**config.mk**
```make
export PLATFORM = sky130hd
export DESIGN_NAME = mole_spawner
export DESIGN_NICKNAME = d
export VERILOG_FILES = /design/src/rtl/mole_spawner.sv
export SDC_FILE = /design/constraint.sdc
export NUM_CORES = 1
export LEC_CHECK = 0
export BUFFER_PORTS_ARGS = -buffer_cell sky130_fd_sc_hd__clkbuf_2
export CAP_MARGIN = 10
export CORE_ASPECT_RATIO = 0.5
export CORE_UTILIZATION = 50
export CTS_CLUSTER_DIAMETER = 50
export DETAILED_ROUTE_END_ITERATION = 10
export PLACE_DENSITY_LB_ADDON = 0.05
export SLEW_MARGIN = 20
export SYNTH_ARGS = -nofsm -noshare
export SYNTH_HDL_FRONTEND = slang
export SYNTH_SLANG_ARGS = --single-unit
export TNS_END_PERCENT = 10
```
**constraint.sdc**
```tcl
create_clock -name clk -period 2.55 [get_ports clk]
set_input_delay 0.255 -clock clk [delete_from_list [all_inputs] [get_ports clk]]
set_output_delay 0.255 -clock clk [all_outputs]
set_load 0.01 [all_outputs]
```
**src/rtl/mole_spawner.sv**
```systemverilog
// Mole responder: picks a pseudo-random non-repeating LED on each request and runs
// the per-mole millisecond countdown that the game FSM samples as timeout.
module mole_spawner #(
    parameter int unsigned NUM_LEDS    = 18,
    parameter int unsigned CLKS_PER_MS = 50000,
    parameter int unsigned LEVEL1_MS   = 1500,
    parameter int unsigned LEVEL2_MS   = 1000,
    parameter int unsigned LEVEL3_MS   = 600,
    parameter logic [15:0] LFSR_SEED   = 16'hACE1
) (
    input  logic                clk,
    input  logic                reset,
    input  logic [1:0]          level_number,
    input  logic                ready_for_mole,
    input  logic                timeout_start,
    output logic [NUM_LEDS-1:0] led_number,
    output logic [4:0]          mole_index,
    output logic                timeout,
    output logic [15:0]         time_left_ms,
    output logic                mole_valid
);

    localparam int unsigned PreW    = (CLKS_PER_MS > 1) ? $clog2(CLKS_PER_MS) : 1;
    localparam int unsigned MaxSub  = 31 / NUM_LEDS;
    localparam logic [PreW-1:0] PreMax = PreW'(CLKS_PER_MS - 1);
    localparam logic [5:0]  NumLeds = 6'(NUM_LEDS);
    localparam logic [15:0] Dur1    = 16'(LEVEL1_MS);
    localparam logic [15:0] Dur2    = 16'(LEVEL2_MS);
    localparam logic [15:0] Dur3    = 16'(LEVEL3_MS);

    typedef enum logic [1:0] {StIdle, StArmed, StCounting, StExpired} state_e;

    state_e              state_q, state_d;
    logic [15:0]         lfsr_q, lfsr_d;
    logic [PreW-1:0]     presc_q, presc_d;
    logic [15:0]         tl_q, tl_d;
    logic                to_q, to_d;
    logic [NUM_LEDS-1:0] led_q, led_d;
    // Current mole index doubles as the previous-index register for repeat avoidance.
    logic [4:0]          idx_q, idx_d;

    logic [5:0]  raw;
    logic [4:0]  pick;
    logic [15:0] dur;

    always_comb begin
        raw = {1'b0, lfsr_q[4:0]};
        for (int unsigned i = 0; i < MaxSub; i++) begin
            if (raw >= NumLeds) raw = raw - NumLeds;
        end
        if (raw[4:0] == idx_q) pick = (raw == NumLeds - 6'd1) ? 5'd0 : raw[4:0] + 5'd1;
        else                   pick = raw[4:0];
    end

    always_comb begin
        case (level_number)
            2'b10:   dur = Dur2;
            2'b11:   dur = Dur3;
            default: dur = Dur1;
        endcase
    end

    always_comb begin
        state_d = state_q;
        presc_d = presc_q;
        tl_d    = tl_q;
        to_d    = to_q;
        led_d   = led_q;
        idx_d   = idx_q;
        lfsr_d  = lfsr_q[0] ? ((lfsr_q >> 1) ^ 16'hB400) : (lfsr_q >> 1);

        if (ready_for_mole) begin
            idx_d   = pick;
            led_d   = {{(NUM_LEDS-1){1'b0}}, 1'b1} << pick;
            tl_d    = dur;
            presc_d = '0;
            to_d    = 1'b1;
            state_d = StArmed;
        end else begin
            case (state_q)
                StArmed, StCounting: begin
                    if (timeout_start) begin
                        state_d = StCounting;
                        if (presc_q == PreMax) begin
                            presc_d = '0;
                            tl_d    = tl_q - 16'd1;
                            if (tl_q == 16'd1) begin
                                to_d    = 1'b0;
                                state_d = StExpired;
                            end
                        end else begin
                            presc_d = presc_q + PreW'(1);
                        end
                    end
                end
                StExpired: begin
                    to_d = 1'b0;
                    tl_d = '0;
                end
                default: ;
            endcase
        end
    end

    always_ff @(posedge clk or posedge reset) begin
        if (reset) begin
            state_q <= StIdle;
            lfsr_q  <= LFSR_SEED;
            presc_q <= '0;
            tl_q    <= '0;
            to_q    <= 1'b0;
            led_q   <= '0;
            idx_q   <= '0;
        end else begin
            state_q <= state_d;
            lfsr_q  <= lfsr_d;
            presc_q <= presc_d;
            tl_q    <= tl_d;
            to_q    <= to_d;
            led_q   <= led_d;
            idx_q   <= idx_d;
        end
    end

    assign led_number   = led_q;
    assign mole_index   = idx_q;
    assign timeout      = to_q;
    assign time_left_ms = tl_q;
    assign mole_valid   = timeout_start & to_q;

endmodule

```
== Yosys cells after proc, flatten, opt, wreduce, memory -nomap -nowiden ==
Index checks and enable logic that the tools add are counted.
Widths: inputs -> output; s select.

* Reduce and logical (&&, ||, !) cells: 7
* Magnitude comparators: 1
* Shift-type cells: 1
* Mux-type cells: 23
* Equality and inequality tests: 12
* Add/subtract/negate cells: 4
* Bitwise logic cells: 2

{| class="wikitable"
|+ Operator list
! operator !! count
|-
| $mux 16 || 8
|-
| $pmux 16 s2 || 1
|-
| $pmux 11 s2 || 1
|-
| $shl 1x5->18 const A || 1
|-
| $add 16x1->16 const B || 1
|-
| $eq 16x1->1 const B || 1
|-
| $eq 16x16->1 const B || 1
|-
| $sub 16x1->16 const B || 1
|-
| $mux 5 || 2
|-
| $ne 3x3->1 const B || 3
|-
| $eq 2x2->1 const B || 4
|-
| $eq 6x5->1 const B || 1
|-
| $mux 1 || 6
|-
| $mux 2 || 3
|-
| $mux 6 || 1
|-
| $sub 5x5->6 const B || 1
|-
| $add 5x1->5 const B || 1
|-
| $eq 5x5->1 || 1
|-
| $ge 5x5->1 const B || 1
|-
| $not 3->4 || 1
|-
| $reduce_and 4->1 || 1
|-
| $reduce_bool 2->1 || 2
|-
| $reduce_and 3->1 || 1
|-
| $reduce_bool 3->1 || 1
|-
| 5 further kinds || 5
|}

* Input port bits: 6
* Bits in registers: 74
* Output and inout port bits: 41

== Logic depth before layout (Yosys ltp) ==
* Depth after elaboration: 6
* Mapped depth: 9

== Worst setup path after synthesis ==
Ideal clock, no wire load.

* Kind: reg2reg
* From: register lfsr_q[1]
* To: register led_q[17] (netlist: led_number[17])
* Stages on the path, launching flop included: 10
* Slack: -0.052 ns
* Data required time: 2.446 ns
* Period minus slack after synthesis: 2.602 ns
* Arrival: 2.499 ns
* Cells stage by stage: dfrtp_1 -> buf_4 -> inv_1 -> ha_1 -> and2_1 -> or4_4 -> o211a_2 -> nand4_2 -> mux2_4 -> o41ai_2

* Longest elaborated chain between the ends: 6
* Elaborated cells on any way between the ends: 9

{| class="wikitable"
|+ Ends and longest elaborated chain
! item !! RTL line !! RTL
|-
| start, declared || 34 || <nowiki>logic [15:0] lfsr_q, lfsr_d;</nowiki>
|-
| start signal, assigned || 116 || <nowiki>lfsr_q <= lfsr_d;</nowiki>
|-
| $sub 5x5->6 or $ge 5x5->1 (tied branches) || 49 || <nowiki>if (raw >= NumLeds) raw = raw - NumLeds;</nowiki>
|-
| $mux 6 (*) || 49 ||
|-
| $add 5x1->5 or $eq 6x5->1 (tied branches) || 51 || <nowiki>if (raw[4:0] == idx_q) pick = (raw == NumLeds - 6'd1) ? 5'd0 : raw[4:0] + 5'd1;</nowiki>
|-
| $mux 5 || 51 ||
|-
| $mux 5 (*) || 51 ||
|-
| $shl 1x5->18 (*) || 74 || <nowiki>led_d = {{(NUM_LEDS-1){1'b0}}, 1'b1} << pick;</nowiki>
|-
| end signal, assigned || 120 || <nowiki>led_q <= led_d;</nowiki>
|-
| end, declared || 38 || <nowiki>logic [NUM_LEDS-1:0] led_q, led_d;</nowiki>
|}

Mark *: on every way between the ends. The rest lies on a longest branch, timed or not.
A chain may end at the register's enable or synchronous reset.

== Worst setup path after layout ==
* From: register lfsr_q[1]
* To: register led_q[0] (netlist: led_number[0])

Same word-level chain as after synthesis.

==> metrics.yaml <==
cts.repair_timing.setup_buffer_count: 0
slew_viol_final: 0
timing.fmax_ghz: 0.398
cts_max_level: 3
grt_max_degree: 41
die_h_um: 65.1
syn_avg_cell_area_um2: 9.77
grt_overflow_total: 0
ant_nets: 0
synth_cells: 407
yosys_warnings: 0
worst_pin_slew_ns: 0.841
max_stage_delay_ns: 0.50
dp_cells: 565
cts_made_buffers: 9
synthTopCellsByArea: "dfrtp_1 42%, dfstp_2 5.3%, nor2_1 4.2%"
row_count: 22
leakage_nw: 2.14
skew_ns: 0.00546
fin_crit_sh: 0.985
drtIter0Drc: 278
initial_core_util: 0.529
synth.largest_area_cell: "dfrtp_1"
hold_viol: 0
slowest_stage: "or4_4"
nFillCells: 630
viasPerCell: 5.83
insertion_delay_ns: 0.34
cap_viol_max_count: 0
synth_ff_type: "dfrtp_1"
whs_ns: 0.0769
end_kind: "flip-flop"
preCtsSetupSlack_ns: -0.00351
drcViolationCount: 0
cts_hold_buf: 0
total_power_w: 0.00315
path_depth: 8
cp.arrival_ns: 2.73
dp.final_hpwl_um: 6840
seqCellArea_mm2: 0.00186
p_per_area_mw_per_mm2: 650
layout_common_cells: "65 x dfrtp_1, 46 x clkbuf_2, 44 x nor2_1"
vias: 3390
synth-edff-count: 0
drtPass1Iterations: 5
wl_um: 9810
worst-path-max-fanout: 4
multiInputGateArea_mm2: 0.00199
place.gp.congestion: 0.903
antenna_found_initial: 0
track_usage: 0.256
grt_pass1_vias: 3299
syn_nets: 420
antennaDiodeCount: 0
grt_pass1_wl_um: 16200
die-area_mm2: 0.00834
dieWidth_um: 128
worstSetupStartpointType: "flip-flop"
setup_ws_ns: 0.0384
slew_headroom: 0.438
cts.clk_slew.worst_paths_ns: 0.06
root_buffer: "clkbuf_16"
ys_types: 70
fin_nets: 481
core_mm2: 0.00751
port_buffers: 46
io_pins: 47
cts_max_path_buffers: 2
fin_crit_ns: 2.51
status: "finished, final reports clean"
crit_type: "reg -> reg"
tritoncts: "done"
crit_required_ns: 2.77
layout.cells.non_filler: 581
ys_ff_latch: 74
area_growth_pct: 21.9
async_flop_share: 1.00
reg2reg_depth: 8
ys_seq_area_frac: 0.468
setup_viol: 0
path_buf_inv: 1
synth_top_area_frac: 0.415
final_common_cell: "dfrtp_1"
drive_gt1_frac: 0.260
clock_sinks: 74
rsz0062_at_grt: "true"
synth_area_mm2: 0.00398
final_util: 0.645
cp_top_family: "simple AND/OR/NAND/NOR gates"
hold_class: "in -> async"
path_cells: "inv_1 > ha_1 > and2_4 > or4_4 > o211a_2 > nand4_4 > mux2_4 > o41ai_1"
vdd_drop_max_mv: 0.328
wl_per_cell_um: 16.9
-- sequential cells by signal, summed over array words and instances, names as in the netlist --
signal,count
led_number,18
lfsr_q,16
mole_index,5
presc_q,16
state_q,2
time_left_ms,16
timeout,1
-- metrics by stage --
step	TNS, ns	cell area [µm²]
floorplan	0	3990
global placement	0	4430
detailed placement	-0.00351	4430
CTS	0	4780
global route	-0.291	4850
finish	0	4850
-- worst paths after layout --
kind / to / startpoint / slack [ns]
max in group asynchronous: presc_q[5] / reset / 1.81
setup reg to reg: led_number[0] / lfsr_q[1] / 0.04
setup / recovery: led_number[0] / lfsr_q[1] / 0.04
hold reg to reg: lfsr_q[8] / lfsr_q[9] / 0.35
min in group clk: time_left_ms[5] / level_number[0] / 0.19
hold / removal: led_number[3] / reset / 0.08
-- kinds of logic after synthesis --
| family | Yosys count | share of synthesized area |
|---|---|---|
| adders and majority gates | 7 | 0.0220 |
| AOI/OAI and AO/OA | 101 | 0.188 |
| xor gates and xnor gates | 19 | 0.0419 |
| buffers and inverters | 47 | 0.0500 |
| muxes | 8 | 0.0233 |
| and+or+nand+nor | 151 | 0.206 |
| DFF | 74 | 0.468 |
-- what timing repair did --
item                                   4_1_cts  5_1_grt
pin swaps                                    0        1
resized for setup                            1       10
setup endpoints to repair                    1       17
endpoints found under the hold margin        0        0
-- synth_stat cells, drive strengths merged (3+ instances only) --
master / instances
a21oi: 19
a31oi: 5
and2: 7
and3: 3
buf: 6
clkbuf: 8
dfrtp: 66
dfstp: 8
ha: 7
inv: 33
mux2: 4
mux2i: 4
nand2: 38
nand3: 11
nand4: 5
nor2: 45
nor3: 10
nor4b: 3
o211ai: 3
o21ai: 25
o311ai: 3
o31ai: 7
o32ai: 15
o41ai: 4
or3: 3
or4: 9
xnor2: 5
xor2: 14
-- worst reg2reg max path, cell delays in order (launching register included) --
cell	delay, ns
dfrtp_1	0.35
inv_1	0.05
ha_1	0.30
and2_4	0.18
or4_4	0.50
o211a_2	0.20
nand4_4	0.14
mux2_4	0.34
o41ai_1	0.33
-- metal layers --
layer,vias up,part of all wire,global-route usage
li1,1598,-,-
met1,1694,0.46,0.327
met2,87,0.49,0.432
met3,11,0.038,0.0685
met4,0,0.0098,0.0706
met5,-,0,0
-- area by class of cell --
| class | instances | area share |
|---|---|---|
| Clock buffer | 12 | 0.0529 |
| Clock inverter | 4 | 0.0201 |
| Inverter | 33 | 0.0255 |
| Multi-Input combinational cell | 286 | 0.411 |
| Sequential cell | 74 | 0.384 |
| Tap cell | 108 | 0.0279 |
| Timing Repair Buffer | 64 | 0.0779 |
-- where the power goes --
part           internal [W]  leakage [nW]  switching [W]
Clock               0.00101         0.169       0.000485
Sequential          0.00122         0.958      0.0000581
Combinational      0.000135          1.02       0.000238
Total               0.00237          2.14       0.000781
Note: power is estimated with default switching activity, not from simulation.
